<file path="src/rtl/serial_and20.sv">
// Bit-serial AND: collects WIDTH LSB-first bit pairs into a parallel word and holds it until taken.
// Optional macro SERIAL_AND20_PARITY_EN adds out_par, the XOR of all out_s bits.
module serial_and20 #(
  parameter int WIDTH = 20
) (
  input  logic             clk,
  input  logic             rst_n,
  input  logic             clr,
  input  logic             in_valid,
  input  logic             in_a,
  input  logic             in_b,
  output logic             in_ready,
  output logic             out_valid,
  input  logic             out_ready,
  output logic [WIDTH-1:0] out_s,
  output logic [4:0]       bit_cnt,
`ifdef SERIAL_AND20_PARITY_EN
  output logic             out_par,
`endif
  output logic             state_dbg
);

  // Handshakes: a transfer happens only on a cycle where valid and ready are both 1.
  // in_ready is high exactly in COLLECT and out_valid exactly in HOLD, so the two sides never overlap.
  localparam int CW = 6;

  typedef enum logic {COLLECT = 1'b0, HOLD = 1'b1} state_t;

  state_t        state, state_nx;
  logic [CW-1:0] cnt;
  logic          take;
  logic          last;

  assign last      = (cnt == CW'(WIDTH - 1));
  assign bit_cnt   = cnt[4:0];
  assign state_dbg = (state == HOLD);

  always_ff @(posedge clk) begin
    if (!rst_n || clr) state <= COLLECT;
    else               state <= state_nx;
  end

  always_comb begin
    state_nx  = state;
    in_ready  = 1'b0;
    out_valid = 1'b0;
    take      = 1'b0;
    case (state)
      COLLECT: begin
        in_ready = 1'b1;
        take     = in_valid;
        if (take && last) state_nx = HOLD;
      end
      HOLD: begin
        out_valid = 1'b1;
        if (out_ready) state_nx = COLLECT;
      end
      default: state_nx = COLLECT;
    endcase
  end

  // out_s is only overwritten bit by bit; a handshake just rewinds the counter.
  always_ff @(posedge clk) begin
    if (!rst_n || clr) begin
      cnt   <= '0;
      out_s <= '0;
    end else if (take) begin
      cnt <= cnt + CW'(1);
      for (int i = 0; i < WIDTH; i++) begin
        if (cnt == CW'(i)) out_s[i] <= in_a & in_b;
      end
    end else if (out_valid && out_ready) begin
      cnt <= '0;
    end
  end

`ifdef SERIAL_AND20_PARITY_EN
  assign out_par = ^out_s;
`endif

endmodule

</file>
<file path="config.mk">
export PLATFORM = sky130hd
export DESIGN_NAME = serial_and20
export DESIGN_NICKNAME = d
export VERILOG_FILES = /design/src/rtl/serial_and20.sv
export SDC_FILE = /design/constraint.sdc
export NUM_CORES = 1
export LEC_CHECK = 0
export CAP_MARGIN = 40
export CORE_MARGIN = 5
export CORE_UTILIZATION = 43
export CTS_CLUSTER_SIZE = 24
export DETAILED_ROUTE_END_ITERATION = 16
export PLACE_DENSITY = 0.78
export SYNTH_ARGS = -nofsm -noshare
export SYNTH_HDL_FRONTEND = slang
export SYNTH_SLANG_ARGS = --single-unit
</file>
<file path="constraint.sdc">
create_clock -name clk -period 1.6 [get_ports clk]
set_clock_uncertainty 0.15 [all_clocks]
set_input_delay 0.16 -clock clk [delete_from_list [all_inputs] [get_ports clk]]
set_output_delay 0.16 -clock clk [all_outputs]
set_load 0.03 [all_outputs]
</file>
# Yosys cells after proc, flatten, opt, wreduce, memory -nomap -nowiden
# Index checks and enable logic that the tools add are counted.
# word_totals
regBits	27
elab_cells	78
# op_classes
addsub	1
eq_ne	19
n_mux	8
bitwise	2
reduce_logical	26
# ops
cell	count
equality test 6 x 4 -> 1 bit, second input constant	8
AND reduction 2 bit	20
equality test 6 x 3 -> 1 bit, second input constant	4
equality test 6 x 5 -> 1 bit, second input constant	4
equality test 6 x 2 -> 1 bit, second input constant	2
two-way mux 6 bit	2
adder 6 x 1 -> 6 bit, second input constant	1
equality test 6 x 1 -> 1 bit, second input constant	1
logical NOT 6 bit	1
two-way mux 1 bit	5
logical AND 1 bit	2
one-hot mux 1 bit (2 select lines)	1
nonzero test 2 bit	1
AND 1 bit	1
logical NOT 1 bit	1
logical OR 1 bit	1
inverter 1 bit	1

# Depth between registers and ports, before layout
# Gate-level depths: netlist of run 1.
# logic_depth
word_depth	4
ltp_mapped	5

# Least setup slack after synthesis of run 1
# No wires, ideal clock.
# synth_path
path_kind	reg2reg
start	register cnt[2]
end	register out_s[10]
setup_time_ps	130
t_arrival_ps	1272
slack_ps	48
stages_incl_launch_ff	6
n_path_buf	2
period_less_slack_ps	1552
cell_sequence	dfxtp_1 buf_4 or4b_1 buf_2 o211ai_1 o31ai_1
# synth_via
elab_chain_len	2
# synth_lines
element	line	text
from (decl)	30	logic [CW-1:0] cnt;
from (signal assigned)	68	cnt <= cnt + CW'(1);
equality test 6 x 4 -> 1 bit	70	if (cnt == CW'(i)) out_s[i] <= in_a & in_b;
AND reduction 2 bit (no line)	n/a	
to (signal, indexed assignment)	70	
to (decl)	15	output logic [WIDTH-1:0] out_s,
# No other way between the ends.
# A chain may end at the register's enable or synchronous reset.

# Worst setup path after layout of run 1
# layout_path
start	register cnt[4]
end	register out_s[5]
# layout_via
elab_chain_len	2
# layout_lines
element	line
equality test 6 x 3 -> 1 bit	70
AND reduction 2 bit (no line)	n/a
# No other way between the ends.

==> run metrics, run 1 <==
share of layout cells above drive strength 1 16.2%; clk slew on worst S/H paths 0.16 ns; core region area 0.00298 mm2; post-synth top area share about two fifths; grt total ovfl 0; DRT Pass-1 Iters 4; Starting Density 43.7%; CTS tree done; Die W 65.0 um; final setup fails 0; largest net degree at the start of global routing 24; FF/Latch Area 544 um2; Post-CTS Setup Repair Bufs 0; DR iter-0 viols between 40 and 50; clock sinks 27; # diodes 0; final hold viol count 0; CP Max Fanout 8; Max Freq 652 MHz; Tightest Hold Check Type flip-flop to flip-flop; status complete, no violations; die area around 0.0042 mm2; initial antenna violation count 0; NumNets Final 179; reg2reg setup slack around 0.066 ns; DRT antenna net count 0; FILL cells between 200 and 300; sequential area share after synthesis between 40% and 50%; gr usage total 15.4%; RSZ-0062 raised after global routing true; CTS max path bufs 2; Post-CTS Hold Fix Bufs 0; hold_ws around 0.32 ns; Design Power 1080 uW; vias in the first global route 1115; Routed WL roughly 3.0 mm; Wirelength per Cell roughly 15 um; # DRC 0; IO Port Bufs 34; top cells by area, synth dfxtp_1 42%, mux2i_1 6.9%, o211ai_1 6.9%; Die H 65.0 um; cts bufs inserted 3; warnings from Yosys 0; Worst-Margin Slew around 0.32 ns; register bit total from synthesis 27; max cap viols 0; Slew Viols, Final 0; multi-input gate area in the final layout roughly 650 um2; synthesized area 0.00130 mm2; vias per cell 5.69; crit path DAT 1.62 ns; part of the cycle the worst path needs 95.9%; routability cong. between 0.8 and 0.9; first-pass GRT wire length around 5.2 mm; Finished Layout Cells 200; area delta synth->final 27.4%; CP Capture Type flip-flop; fin worst setup slack 0.0660 ns; HPWL Detailed ~2.3 mm; Clk Latency, worst-skew pair 0.34 ns; largest area contributor in the netlist dfxtp_1; worst vdd ir between 0.3 and 0.4 mV; worst slack, placed -0.0636 ns; Clock Tree Root clkbuf_4; routed vias 1137; H-tree Lvls 1; Setup crit start kind flip-flop; synth unique cells 27; num rows 20; # IOs 35; mean post-synth cell area 9.57 um2; min Tclk post-route between 1.5 and 2 ns; syn_nets 147; PD cells 650 mW/mm2; Lkg Pwr 0.000726 uW; critical path type flip-flop to flip-flop; Post-Synthesis Cells 136; Critical Path RT 1.69 ns; placed insts 196; worst rel slew slack about four fifths
## registers in the layout (all words and copies together), names as in the netlist
| name | count |
|---|---|
| out_s | 20 |
| cnt | 6 |
| state_dbg | 1 |
## cell families (layout without fill, tap and decap cells)
| logic type | after synthesis | in the layout | synth area share (%) |
|---|---|---|---|
| adder cells (fa/ha/maj) | 4 | 4 | 3.85 |
| buffers and inverters | 22 | 53 | 9.52 |
| flip-flops | 27 | 27 | 41.5 |
| multiplexers | 9 | 9 | 6.92 |
| AO/OA/AOI/OAI | 33 | 33 | 19.2 |
| AND/OR/NAND/NOR | 41 | 41 | 18.9 |
## report_power, final
group          switching, uW  internal, uW
Clock                    223          95.9
Sequential              3.01           675
Combinational           45.5          35.2
Total                    271           807
## path summary, 6_finish.rpt
kind | startpoint | endpoint | cells after the start
setup / recovery | cnt[4] | out_s[5] | 3
setup reg to reg | cnt[4] | out_s[5] | 3
hold / removal | out_s[16] | out_s[16] | 2
hold reg to reg | out_s[16] | out_s[16] | 2
## final cells by class
type,instances,share of cell area [%]
Inverter,4,0.906
Multi-Input combinational cell,87,39.2
Timing Repair Buffer,45,22.8
Clock buffer,3,1.36
Sequential cell,27,32.8
Tap cell,33,2.49
Clock inverter,1,0.453
## per-stage QoR
| stage | utilization, % | TNS (ns) | area (um2) |
|---|---|---|---|
| after global routing | 55.7 | -0.0609 | 1660 |
| final | 55.7 | 0 | 1660 |
| after global placement | 55.5 | 0 | 1650 |
| after detailed placement | 55.5 | -0.188 | 1650 |
| after CTS | 55.5 | -0.0703 | 1650 |
| after floorplan | - | 0 | 1300 |
## worst max-delay path: stages, from the launching register on
cell	delay [ns]
dfxtp_1	0.37
or4b_4	0.59
o211ai_1	0.22
o31ai_1	0.11
## layer usage
layer	GRT usage, %	share of wire [%]	vias up
li1	-	-	568
met1	18.1	43	531
met2	27.5	50	36
met3	3.64	6.4	2
met4	4.66	0.95	0
met5	0	0	-
## cell usage in the layout (no fill, tap or decap), drive strengths merged
cell type,count
a21oi,2
a22oi,1
buf,13
clkbuf,5
clkdlybuf4s50,6
clkinvlp,1
dfxtp,27
dlygate4sd2,24
ha,4
inv,4
mux2i,9
nand2,10
nand2b,2
nand3,12
nand3b,4
nand4b,1
nand4bb,1
nor2,4
nor2b,3
nor3,1
nor4b,1
o2111ai,3
o211ai,12
o31ai,12
o41ai,3
or4b,2
## cells in the mapped netlist
library cell,count
nand3_1,12
nand3b_2,1
o2111ai_1,3
buf_6,1
nand2_1,10
mux2i_1,9
a22oi_1,1
nand4bb_1,1
dfxtp_1,27
nor2b_1,3
buf_2,3
a21oi_1,2
nor4b_4,1
clkbuf_1,5
buf_1,1
nand3b_1,3
o41ai_1,3
nand2b_1,2
inv_1,4
nor2_1,4
nor3_1,1
or4b_1,2
o31ai_1,12
ha_1,4
buf_4,8
nand4b_1,1
o211ai_1,12
## timing repair
| action | in CTS | in global routing |
|---|---|---|
| pin swaps | 0 | 2 |
| setup endpoints to repair | 32 | 17 |
| resized for setup | 28 | 8 |
(Power assumes the default switching activity.)
==> run 2: changes to the inputs <==
--- a/config.mk
+++ b/config.mk
@@ -7,10 +7,9 @@
 export LEC_CHECK = 0
 export CAP_MARGIN = 40
 export CORE_MARGIN = 5
-export CORE_UTILIZATION = 43
-export CTS_CLUSTER_SIZE = 24
+export CORE_UTILIZATION = 51
 export DETAILED_ROUTE_END_ITERATION = 16
-export PLACE_DENSITY = 0.78
+export PLACE_DENSITY = 0.87
 export SYNTH_ARGS = -nofsm -noshare
 export SYNTH_HDL_FRONTEND = slang
 export SYNTH_SLANG_ARGS = --single-unit
==> constraint.sdc (replaced) <==
create_clock -name clk -period 2 [get_ports clk]
set_clock_uncertainty 0.15 [all_clocks]
set_input_delay 0.2 -clock clk [delete_from_list [all_inputs] [get_ports clk]]
set_output_delay 0.2 -clock clk [all_outputs]
set_load 0.03 [all_outputs]
==> run metrics, run 2 (synthesis gave the netlist of run 1 again) <==
CP Capture Type primary output (was flip-flop); worst slack, placed 0.209 ns (was -0.0636 ns); CTS max path bufs 2 (unchanged); final setup fails 0 (unchanged); DRT Pass-1 Iters 4 (unchanged); min Tclk post-route 1.89 ns; share of power burned in registers 65.2% (was 63.0%); clk slew on worst S/H paths 0.14 ns (was 0.16 ns); Clk pwr share 27.1% (was 29.6%); max cap viols 0 (unchanged); H-tree Lvls 1 (unchanged); cts bufs inserted 3 (unchanged); largest net degree at the start of global routing 24 (unchanged); part of the cycle the worst path needs between 90% and 100%; critical path type flip-flop to primary output (was flip-flop to flip-flop); Slew Viols, Final 0 (unchanged); Worst-Margin Slew 0.442 ns (was 0.323 ns); Setup TNS 0 ns (unchanged); crit-path cells clkdlybuf4s50_1 (was or4b_4 -> o211ai_1 -> o31ai_1); hold endpoint out_s[1] (was out_s[16]); slowest CP cell clkdlybuf4s50_1 (was or4b_4); worst rel slew slack 70.4% (was 78.5%); Starting Density 53.0% (was 43.7%); Routed WL 2.89 mm (was 3.04 mm); Setup crit start kind flip-flop (unchanged); first-pass GRT wire length 4.75 mm (was 5.21 mm); Critical Path RT 1.65 ns (was 1.69 ns); FF-to-FF path depth 3 (unchanged); clock sinks 27 (unchanged); IO Port Bufs 34 (unchanged); CP Max Fanout 13 (was 8); Switching Share 22.8% (was 25.2%); area delta synth->final 24.9% (was 27.4%); Lkg Pwr 0.000585 uW (was 0.000726 uW); die area 0.00366 mm2 (was 0.00423 mm2); fin worst setup slack 0.106 ns (was 0.0660 ns); core region area 0.00245 mm2 (was 0.00298 mm2); commonest non-fill, non-tap cell in the layout clkdlybuf4s50_1; HP Start out_s[1] (was out_s[16]); initial antenna violation count 0 (unchanged); leading cell types in the layout, fill and taps excluded 33 x clkdlybuf4s50_1, 25 x dfxtp_1, 12 x nand3_1, 12 x o211ai_1, 12 x o31ai_1 (was 24 x dfxtp_1, 24 x dlygate4sd2_1, 13 x buf_4); PD cells 511 mW/mm2 (was 650 mW/mm2); # IOs 35 (unchanged); Die W 60.5 um (was 65.0 um); FILL cells 216 (was 269); Design Power 831 uW (was 1080 uW); final hold viol count 0 (unchanged); share of layout cells above drive strength 1 6.92% (was 16.2%); status complete, no violations (unchanged); DR iter-0 viols 30 (was 45); Die H 60.5 um (was 65.0 um); Net Switching 190 uW (was 271 uW); Clock Tree Root clkbuf_4 (unchanged); hold_ws 0.327 ns (was 0.321 ns); Clk Latency, worst-skew pair 0.32 ns (was 0.34 ns); NumNets Final 171 (was 179); vias per cell 5.78 (was 5.69); Biggest register out_s (unchanged); num rows 18 (was 20); worst flop-to-flop path startpoint cnt[3] (was cnt[4]); max FFs per register 20 (unchanged); CTS tree done (unchanged); Comb power frac 7.6% (was 7.5%); routed vias 1093 (was 1137); CP Buf/Inv Count 1 (was 0); Tightest Hold Check Type flip-flop to flip-flop (unchanged); RSZ-0062 raised after global routing false (was true); worst vdd ir 0.483 mV (was 0.336 mV); reg2reg end out_s[9] (was out_s[5]); reg2reg setup slack 0.26 ns (was 0.07 ns); gr usage total 17.0% (was 15.4%); Max Freq 528 MHz; Final Util 66.2% (was 55.7%); crit-path leading delay family buffers and inverters (was simple AND/OR/NAND/NOR gates); Cell Int Power 642 uW (was 807 uW); DRT antenna net count 0 (unchanged); Wirelength per Cell 15.3 um (was 15.2 um); vias in the first global route 1054 (was 1115); HPWL Detailed 2.20 mm (was 2.30 mm); # diodes 0 (unchanged); Hold Path Depth 2 (unchanged); routability cong. 0.829 (was 0.824); # DRC 0 (unchanged); crit path DAT 1.54 ns (was 1.62 ns); grt total ovfl 0 (unchanged); CP peak stage delay 0.73 ns (was 0.59 ns)
## run 2: area by class of cell
cell class / instances / area [um2] / share of cell area (%)
Clock buffer: 3 / 22.5 / 1.39
Clock inverter: 1 / 5.00 / 0.308
Inverter: 4 / 15.0 / 0.924
Multi-Input combinational cell: 87 / 637 / 39.2
Sequential cell: 27 / 543 / 33.4
Tap cell: 30 / 37.5 / 2.31
Timing Repair Buffer: 37 / 365 / 22.5
## run 2: routing by layer
layer / GRT usage, % / part of all wire [%] / up-vias
met5: 0 / 0 / -
met2: 27.8 / 49 / 40
met3: 3.40 / 6.3 / 9
met1: 21.9 / 43 / 499
li1: - / - / 545
met4: 7.43 / 2.5 / 0
## run 2: stage by stage
| step | std cells | cell area, um2 |
|---|---|---|
| 2_1_floorplan | 136 | 1300 |
| 3_3_place_gp | 185 | 1590 |
| 3_5_place_dp | 185 | 1590 |
| 4_1_cts | 189 | 1620 |
| 5_1_grt | 189 | 1630 |
| 6_report | 189 | 1630 |
## run 2: power by group through the flow
stage	logic (uW)	registers, uW	clock network, uW
floorplan	37.4	555	0
global placement	60.7	554	0
detailed placement	63.3	554	0
CTS	63.5	542	234
global route	68.8	543	266
finish	63.5	542	226
## run 2: what timing repair did
item,CTS,global route
gates resized for setup,1,2
hold buffers,0,0
setup buffers,0,0
setup endpoints to repair,2,2
## run 2: worst register-to-register path, stage by stage, from the launching register on
cell	delay [ns]
dfxtp_1	0.55
or4b_1	0.63
o211ai_1	0.23
o31ai_1	0.10
## run 2: worst max path at each step
stage / endpoint / start / depth (start not counted) / slack (ns)
6_report: out_valid / state_dbg / 1 / 0.11
5_1_grt: out_valid / state_dbg / 1 / 0.03
4_1_cts: bit_cnt[3] / cnt[3] / 1 / 0.03
3_5_place_dp: out_s[19] / in_valid / 4 / 0.21
3_3_place_gp: out_s[19] / in_valid / 4 / 0.28
2_1_floorplan: out_s[10] / cnt[2] / 5 / 0.45
